File: src/rtl/i2c_slave_byte_engine_if.sv
// i2c_slave_byte_engine_if: bus-strobe and byte-buffer bundle between the edge detector, the byte engine and the data buffers
// slave modport: engine side (consumes strobes/sda_in/tx_data, drives sda_oe and the rx/tx/status outputs)
// master modport: driving side (produces strobes/sda_in/tx_data, observes engine outputs)
interface i2c_slave_byte_engine_if #(parameter int BITS = 6);
  logic start_det, stop_det, scl_rise, scl_fall, sda_in;
  logic [7:0] tx_data, rx_data;
  logic sda_oe, rx_valid, tx_req, rw, addressed, overflow;
  logic [BITS:0] byte_count;
  modport slave (
    input start_det, stop_det, scl_rise, scl_fall, sda_in, tx_data,
    output sda_oe, rx_data, rx_valid, tx_req, rw, addressed, byte_count, overflow
  );
  modport master (
    output start_det, stop_det, scl_rise, scl_fall, sda_in, tx_data,
    input sda_oe, rx_data, rx_valid, tx_req, rw, addressed, byte_count, overflow
  );
endinterface

File: src/rtl/i2c_slave_byte_engine.sv
// i2c_slave_byte_engine: I2C target byte engine decoding START/address/data framing, shifting bytes and driving SDA ACK/read data
// clk, rst: system clock, synchronous active-high reset
// bus: strobes start_det/stop_det/scl_rise/scl_fall, sda_in, tx_data in; sda_oe, rx_data, rx_valid, tx_req, rw, addressed, byte_count, overflow out
module i2c_slave_byte_engine #(
  parameter int BITS = 6,
  parameter logic [6:0] SLAVE_ADDR = 7'h50
) (
  input logic clk,
  input logic rst,
  i2c_slave_byte_engine_if.slave bus
);
  typedef enum logic [2:0] {IDLE, ADDR, ADDR_ACK, RX, RX_ACK, TX, TX_ACK, WAIT} state_t;
  localparam logic [BITS:0] MAX = {1'b1, {BITS{1'b0}}};
  localparam logic [BITS:0] ONE = (BITS+1)'(1);
  state_t state_q;
  logic [3:0] bit_cnt_q;
  logic [7:0] sh_q, rx_data_q, byte_in;
  logic ack_q, sda_oe_q, rx_valid_q, tx_req_q, rw_q, addressed_q, overflow_q;
  logic [BITS:0] byte_count_q;
  assign byte_in = {sh_q[6:0], bus.sda_in};
  // In TX, sh_q holds the not-yet-driven bits left-aligned; bit_cnt_q counts bits already driven.
  // In TX_ACK, bit_cnt_q drops to 0 once the master ACK has been sampled, arming the reload fall.
  always_ff @(posedge clk) begin
    if (rst) begin
      state_q <= IDLE;
      bit_cnt_q <= '0;
      sh_q <= '0;
      ack_q <= 1'b0;
      sda_oe_q <= 1'b0;
      rx_data_q <= '0;
      rx_valid_q <= 1'b0;
      tx_req_q <= 1'b0;
      rw_q <= 1'b0;
      addressed_q <= 1'b0;
      byte_count_q <= '0;
      overflow_q <= 1'b0;
    end else begin
      rx_valid_q <= 1'b0;
      tx_req_q <= 1'b0;
      if (bus.start_det) begin
        state_q <= ADDR;
        bit_cnt_q <= '0;
        sda_oe_q <= 1'b0;
        addressed_q <= 1'b0;
        byte_count_q <= '0;
        overflow_q <= 1'b0;
      end else if (bus.stop_det) begin
        state_q <= IDLE;
        sda_oe_q <= 1'b0;
        addressed_q <= 1'b0;
      end else if (bus.scl_rise) begin
        case (state_q)
          ADDR, RX: if (!bit_cnt_q[3]) begin
            sh_q <= byte_in;
            bit_cnt_q <= bit_cnt_q + 4'd1;
            if (bit_cnt_q == 4'd7 && state_q == ADDR) begin
              rw_q <= bus.sda_in;
              if (sh_q[6:0] != SLAVE_ADDR) state_q <= WAIT;
            end else if (bit_cnt_q == 4'd7) begin
              ack_q <= byte_count_q != MAX;
              if (byte_count_q != MAX) begin
                rx_data_q <= byte_in;
                rx_valid_q <= 1'b1;
                byte_count_q <= byte_count_q + ONE;
              end else overflow_q <= 1'b1;
            end
          end
          TX_ACK: if (bit_cnt_q[3]) begin
            if (byte_count_q != MAX) byte_count_q <= byte_count_q + ONE;
            if (bus.sda_in) state_q <= WAIT;
            else bit_cnt_q <= '0;
          end
          default: ;
        endcase
      end else if (bus.scl_fall) begin
        case (state_q)
          ADDR: if (bit_cnt_q[3]) begin
            sda_oe_q <= 1'b1;
            addressed_q <= 1'b1;
            state_q <= ADDR_ACK;
          end
          ADDR_ACK, TX_ACK: if (state_q == ADDR_ACK && !rw_q) begin
            sda_oe_q <= 1'b0;
            bit_cnt_q <= '0;
            state_q <= RX;
          end else if (state_q == ADDR_ACK || !bit_cnt_q[3]) begin
            sh_q <= {bus.tx_data[6:0], 1'b0};
            sda_oe_q <= !bus.tx_data[7];
            tx_req_q <= 1'b1;
            bit_cnt_q <= 4'd1;
            state_q <= TX;
          end
          RX: if (bit_cnt_q[3]) begin
            sda_oe_q <= ack_q;
            state_q <= RX_ACK;
          end
          RX_ACK: begin
            sda_oe_q <= 1'b0;
            bit_cnt_q <= '0;
            state_q <= RX;
          end
          TX: if (bit_cnt_q[3]) begin
            sda_oe_q <= 1'b0;
            state_q <= TX_ACK;
          end else begin
            sda_oe_q <= !sh_q[7];
            sh_q <= {sh_q[6:0], 1'b0};
            bit_cnt_q <= bit_cnt_q + 4'd1;
          end
          default: ;
        endcase
      end
    end
  end
  assign bus.sda_oe = sda_oe_q;
  assign bus.rx_data = rx_data_q;
  assign bus.rx_valid = rx_valid_q;
  assign bus.tx_req = tx_req_q;
  assign bus.rw = rw_q;
  assign bus.addressed = addressed_q;
  assign bus.byte_count = byte_count_q;
  assign bus.overflow = overflow_q;
endmodule
File: src/flat_wrapper.sv
// flat-port wrapper written by rule: the top's interface ports become plain ports
module i2c_slave_byte_engine_flat 
#(
  parameter int BITS = 6,
  parameter logic [6:0] SLAVE_ADDR = 7'h50
)
  (clk, rst, bus_start_det, bus_stop_det, bus_scl_rise, bus_scl_fall, bus_sda_in, bus_tx_data, bus_sda_oe, bus_rx_data, bus_rx_valid, bus_tx_req, bus_rw, bus_addressed, bus_byte_count, bus_overflow);
  i2c_slave_byte_engine_if #(.BITS(BITS)) bus_i ();
  input logic clk;
  input logic rst;
  input wire logic [$bits(bus_i.start_det)-1:0] bus_start_det;
  input wire logic [$bits(bus_i.stop_det)-1:0] bus_stop_det;
  input wire logic [$bits(bus_i.scl_rise)-1:0] bus_scl_rise;
  input wire logic [$bits(bus_i.scl_fall)-1:0] bus_scl_fall;
  input wire logic [$bits(bus_i.sda_in)-1:0] bus_sda_in;
  input wire logic [$bits(bus_i.tx_data)-1:0] bus_tx_data;
  output wire logic [$bits(bus_i.sda_oe)-1:0] bus_sda_oe;
  output wire logic [$bits(bus_i.rx_data)-1:0] bus_rx_data;
  output wire logic [$bits(bus_i.rx_valid)-1:0] bus_rx_valid;
  output wire logic [$bits(bus_i.tx_req)-1:0] bus_tx_req;
  output wire logic [$bits(bus_i.rw)-1:0] bus_rw;
  output wire logic [$bits(bus_i.addressed)-1:0] bus_addressed;
  output wire logic [$bits(bus_i.byte_count)-1:0] bus_byte_count;
  output wire logic [$bits(bus_i.overflow)-1:0] bus_overflow;
  assign bus_i.start_det = bus_start_det;
  assign bus_i.stop_det = bus_stop_det;
  assign bus_i.scl_rise = bus_scl_rise;
  assign bus_i.scl_fall = bus_scl_fall;
  assign bus_i.sda_in = bus_sda_in;
  assign bus_i.tx_data = bus_tx_data;
  assign bus_sda_oe = bus_i.sda_oe;
  assign bus_rx_data = bus_i.rx_data;
  assign bus_rx_valid = bus_i.rx_valid;
  assign bus_tx_req = bus_i.tx_req;
  assign bus_rw = bus_i.rw;
  assign bus_addressed = bus_i.addressed;
  assign bus_byte_count = bus_i.byte_count;
  assign bus_overflow = bus_i.overflow;
  i2c_slave_byte_engine #(.BITS(BITS), .SLAVE_ADDR(SLAVE_ADDR)) u_core (.clk(clk), .rst(rst), .bus(bus_i));
endmodule
File: config.mk
export PLATFORM = sky130hd
export DESIGN_NAME = i2c_slave_byte_engine_flat
export DESIGN_NICKNAME = d
export VERILOG_FILES = /design/src/rtl/i2c_slave_byte_engine_if.sv /design/src/rtl/i2c_slave_byte_engine.sv /design/src/flat_wrapper.sv
export SDC_FILE = /design/constraint.sdc
export NUM_CORES = 1
export LEC_CHECK = 0
export BUFFER_PORTS_ARGS = -buffer_cell sky130_fd_sc_hd__buf_2
export CAP_MARGIN = 0
export CELL_PAD_IN_SITES_DETAIL_PLACEMENT = 1
export CELL_PAD_IN_SITES_GLOBAL_PLACEMENT = 1
export CORE_UTILIZATION = 38
export CTS_BUF_LIST = sky130_fd_sc_hd__clkbuf_16
export DETAILED_ROUTE_END_ITERATION = 6
export PLACE_DENSITY = 0.78
export SYNTH_ARGS = -nofsm -noshare
export SYNTH_HDL_FRONTEND = slang
export SYNTH_SLANG_ARGS = --single-unit
File: constraint.sdc
create_clock -name clk -period 1.6 [get_ports clk]
set_input_delay 0.48 -clock clk [delete_from_list [all_inputs] [get_ports clk]]
set_output_delay 0.48 -clock clk [all_outputs]
set_load 0.005 [all_outputs]
==> flow_summary.ini <==
[clock_tree]
ctsHtreeMaxLevel = 2
clockBufferDepth = 2
clock-sinks = 37
path_clk_slew_ns = 0.06
cts_made_buffers = 5
cts-root-buf = clkbuf_16
cts_tree = built
clk_latency_ns = 0.28

[worst_setup_path]
cp.arrival_ns = 2.15
cp_max_fo = 3
cp_num_buf_inv = 0
max_stage_delay_ns = 0.59
cp_slowest_cell = or4_4
critical_path_class = flop to flop
crit_path_start = u_core.sh_q[4]
r2r-start = u_core.sh_q[4]
path_cells = nor4b_4 -> a2111oi_4 -> or4_4 -> a311o_1 -> nand2_1
cp.required_ns = 1.82
cp-end-kind = flop
startpoint_type = flop
cpLargestDelayFamily = simple AND/OR/NAND/NOR gates

[global_route]
first_global_vias = 2783
grt_max_degree = 24
antenna_found_initial = 0
grt_util_all_layers = 0.325
grt_overflow = 0
grt_pass1_wl_um = 14900

[layout]
multi_input_comb_area_um2 = 1640
postLayoutCellArea_um2 = 3630
n_antenna_cell = 0
post_route_cells_drive_above_1_share = 0.566
fillers = 618
layout.cells.non_filler = 438
area_growth_syn_to_layout_pct = 68.6
layout.nets = 383
register_area_um2 = 763

[synthesis]
syn_inst = 249
synth_area_per_cell_um2 = 8.65
synth_flop_cell = dfxtp_1
muxShareOfSynthArea = 0.0790
synth_edf_count = 0
synth_seq_cells = 37
yosys_warnings = 0
async_reset_ff_frac = 0
ys_seq_area_frac = 0.344
synthSimpleGateAreaFrac = 0.312
synth_nets = 267
synth-compound-area-share = 0.175
synth_top_family_by_area = simple AND/OR/NAND/NOR gates
synth_fa_ha_area_frac = 0.0174
synth_cell_types = 62
yosys.area_share.xor_xnor = 0.0203
netlist_area_um2 = 2150

[pwr]
peakVddDrop_v = 0.000582
power.total_mw = 2.36
power_per_cell_area_nw_per_um2 = 649
p_leak_nw = 1.51

[timing]
maxSlewViolCount = 0
hold_viol = 0
max_freq_mhz = 518
finalWorstSetupSlack_ns = -0.329
rsz0062_at_grt = true
max-slew-margin-rel = 0.745
fin_crit_ns = 1.93
fin_crit_sh = 1.21
clock-skew-final_ns = 0.00370
worst_slew_pin_slew_ns = 0.378
setup_viol = 34

[placement]
dpl-instance-area_um2 = 2910
dpl.hpwl_um = 5240
routabilityCongestion = 0.852
placed_cells = 408
portBuffers = 35

[run_status]
failed_checks = negative setup slack
status = complete, but fails checks

[routing]
ant_nets = 0
wire_per_inst_um = 25.9
drc = 0
drt_iter0_drc = 162
drt_first_pass_iters = 4
viasPerCell = 6.18
vias = 2706
drt-total-wl_um = 11400

[die]
initial_core_util = 0.393
die-area_um2 = 5970
rows = 27
num_io_pins = 36
die_x_um = 77.3
core_area_um2 = 5470
die_h_um = 77.3

[min_path]
hold_class = flop to flop
hold_start = u_core.bus.rx_data[1]

[run]
maxCapViolCount = 0
[cell type report]
type | count | area share
Clock inverter | 3 | 0.00483
Timing Repair Buffer | 124 | 0.262
Sequential cell | 37 | 0.210
Clock buffer | 5 | 0.0345
Tap cell | 72 | 0.0248
Inverter | 9 | 0.0103
Multi-Input combinational cell | 188 | 0.453
[worst reg2reg max path: cells and delay by family (launching register included)]
kind / cells / cell delay, ns
and+or+nand+nor: 3 / 1.03
DFF: 1 / 0.41
AOI/OAI and AO/OA: 2 / 0.43
[sequential cells by signal, summed over array words and instances, names as in the netlist]
name,count
u_core.bus.byte_count,7
u_core.bus.overflow,1
u_core.state_q,3
u_core.bus.rx_valid,1
u_core.bus.tx_req,1
u_core.ack_q,1
u_core.bus.addressed,1
u_core.bus.rw,1
u_core.bus.sda_oe,1
u_core.sh_q,8
u_core.bus.rx_data,8
u_core.bit_cnt_q,4
[cell families (layout without fill, tap and decap cells)]
family          count (synthesis)  after routing
compound gates                 58             59
xor+xnor                        5              5
fa+ha+maj                       3              3
mux                            17             17
buf+inv                        25            141
simple gates                  104            104
flops                          37             37
[repair_timing]
item,in CTS,in global routing
buffers inserted,18,6
gates resized for setup,66,32
hold buffers,0,0
pin swaps,29,33
setup endpoints to repair,34,35
cloned,1,0
[routing by layer]
metal | vias up | track usage | wire, um
met1 | 1351 | 0.363 | 4220
li1 | 1146 | - | -
met2 | 153 | 0.585 | 5840
met5 | - | 0 | 0
met4 | 0 | 0.175 | 668
met3 | 56 | 0.0512 | 635
[report_power, final]
group | leakage (nW) | internal [mW] | switching, mW
registers | 0.304 | 0.925 | 0.0148
logic | 1.14 | 0.203 | 0.233
clock network | 0.0696 | 0.572 | 0.409
[cells in the mapped netlist (all sizes together) (2+ instances only)]
master  number  area [um^2]
dfxtp       37          741
nor2        32          128
a21oi       20          100
mux2i       17          170
o21ai       14         73.8
nand2       13         51.3
buf         11         58.8
or3         10         62.6
inv          9         33.8
nand4        7         50.1
nor3         7         51.3
clkbuf       5         18.8
nor4b        5         86.3
or2          5         31.3
xnor2        5         43.8
a31oi        4         25.0
nor2b        4         25.0
nor4         4         52.6
ha           3         37.5
nand2b       3         18.8
nand3        3         15.0
a211oi       2         15.0
a22oi        2         15.0
a32o         2         20.0
nand4b       2         17.5
o22ai        2         12.5
[cells in the final DEF (no fill, tap or decap), types with 3 or more instances in the layout]
cell and n:
buf_4 68, buf_2 35, nor2_1 30, dfxtp_1 27
buf_6 17, mux2i_1 15, a21oi_1 12, o21ai_0 11
nand2_1 10, nand4_1 6, or3_1 6, a21oi_2 6
dfxtp_2 6, nor4b_4 5, inv_1 5, xnor2_1 5
clkbuf_16 5, or3_4 4, nor3_1 4, dfxtp_4 4
inv_2 3, or2_4 3, a31oi_4 3, nand3_1 3
nand2b_1 3, nor2b_1 3, buf_12 3
[stage by stage]
step | hold WS, ns | TNS, ns | setup WS [ns] | util
final | 0.521 | -6.35 | -0.329 | 0.663
after detailed placement | 0.470 | -10.52 | -0.430 | 0.532
after floorplan | 0.454 | -1.46 | -0.129 | -
after global routing | 0.550 | -8.01 | -0.371 | 0.663
after CTS | 0.485 | -3.13 | -0.165 | 0.628
after global placement | 0.456 | -8.33 | -0.301 | 0.532
[worst paths after layout]
check	endpoint	slack, ns	depth (start not counted)
hold / removal	u_core.bus.rx_data[1]	0.52	2
setup / recovery	u_core.state_q[1]	-0.33	5
hold reg to reg	u_core.bus.rx_data[1]	0.52	2
setup reg to reg	u_core.state_q[1]	-0.33	5
Power figures use the tool's default switching activity.
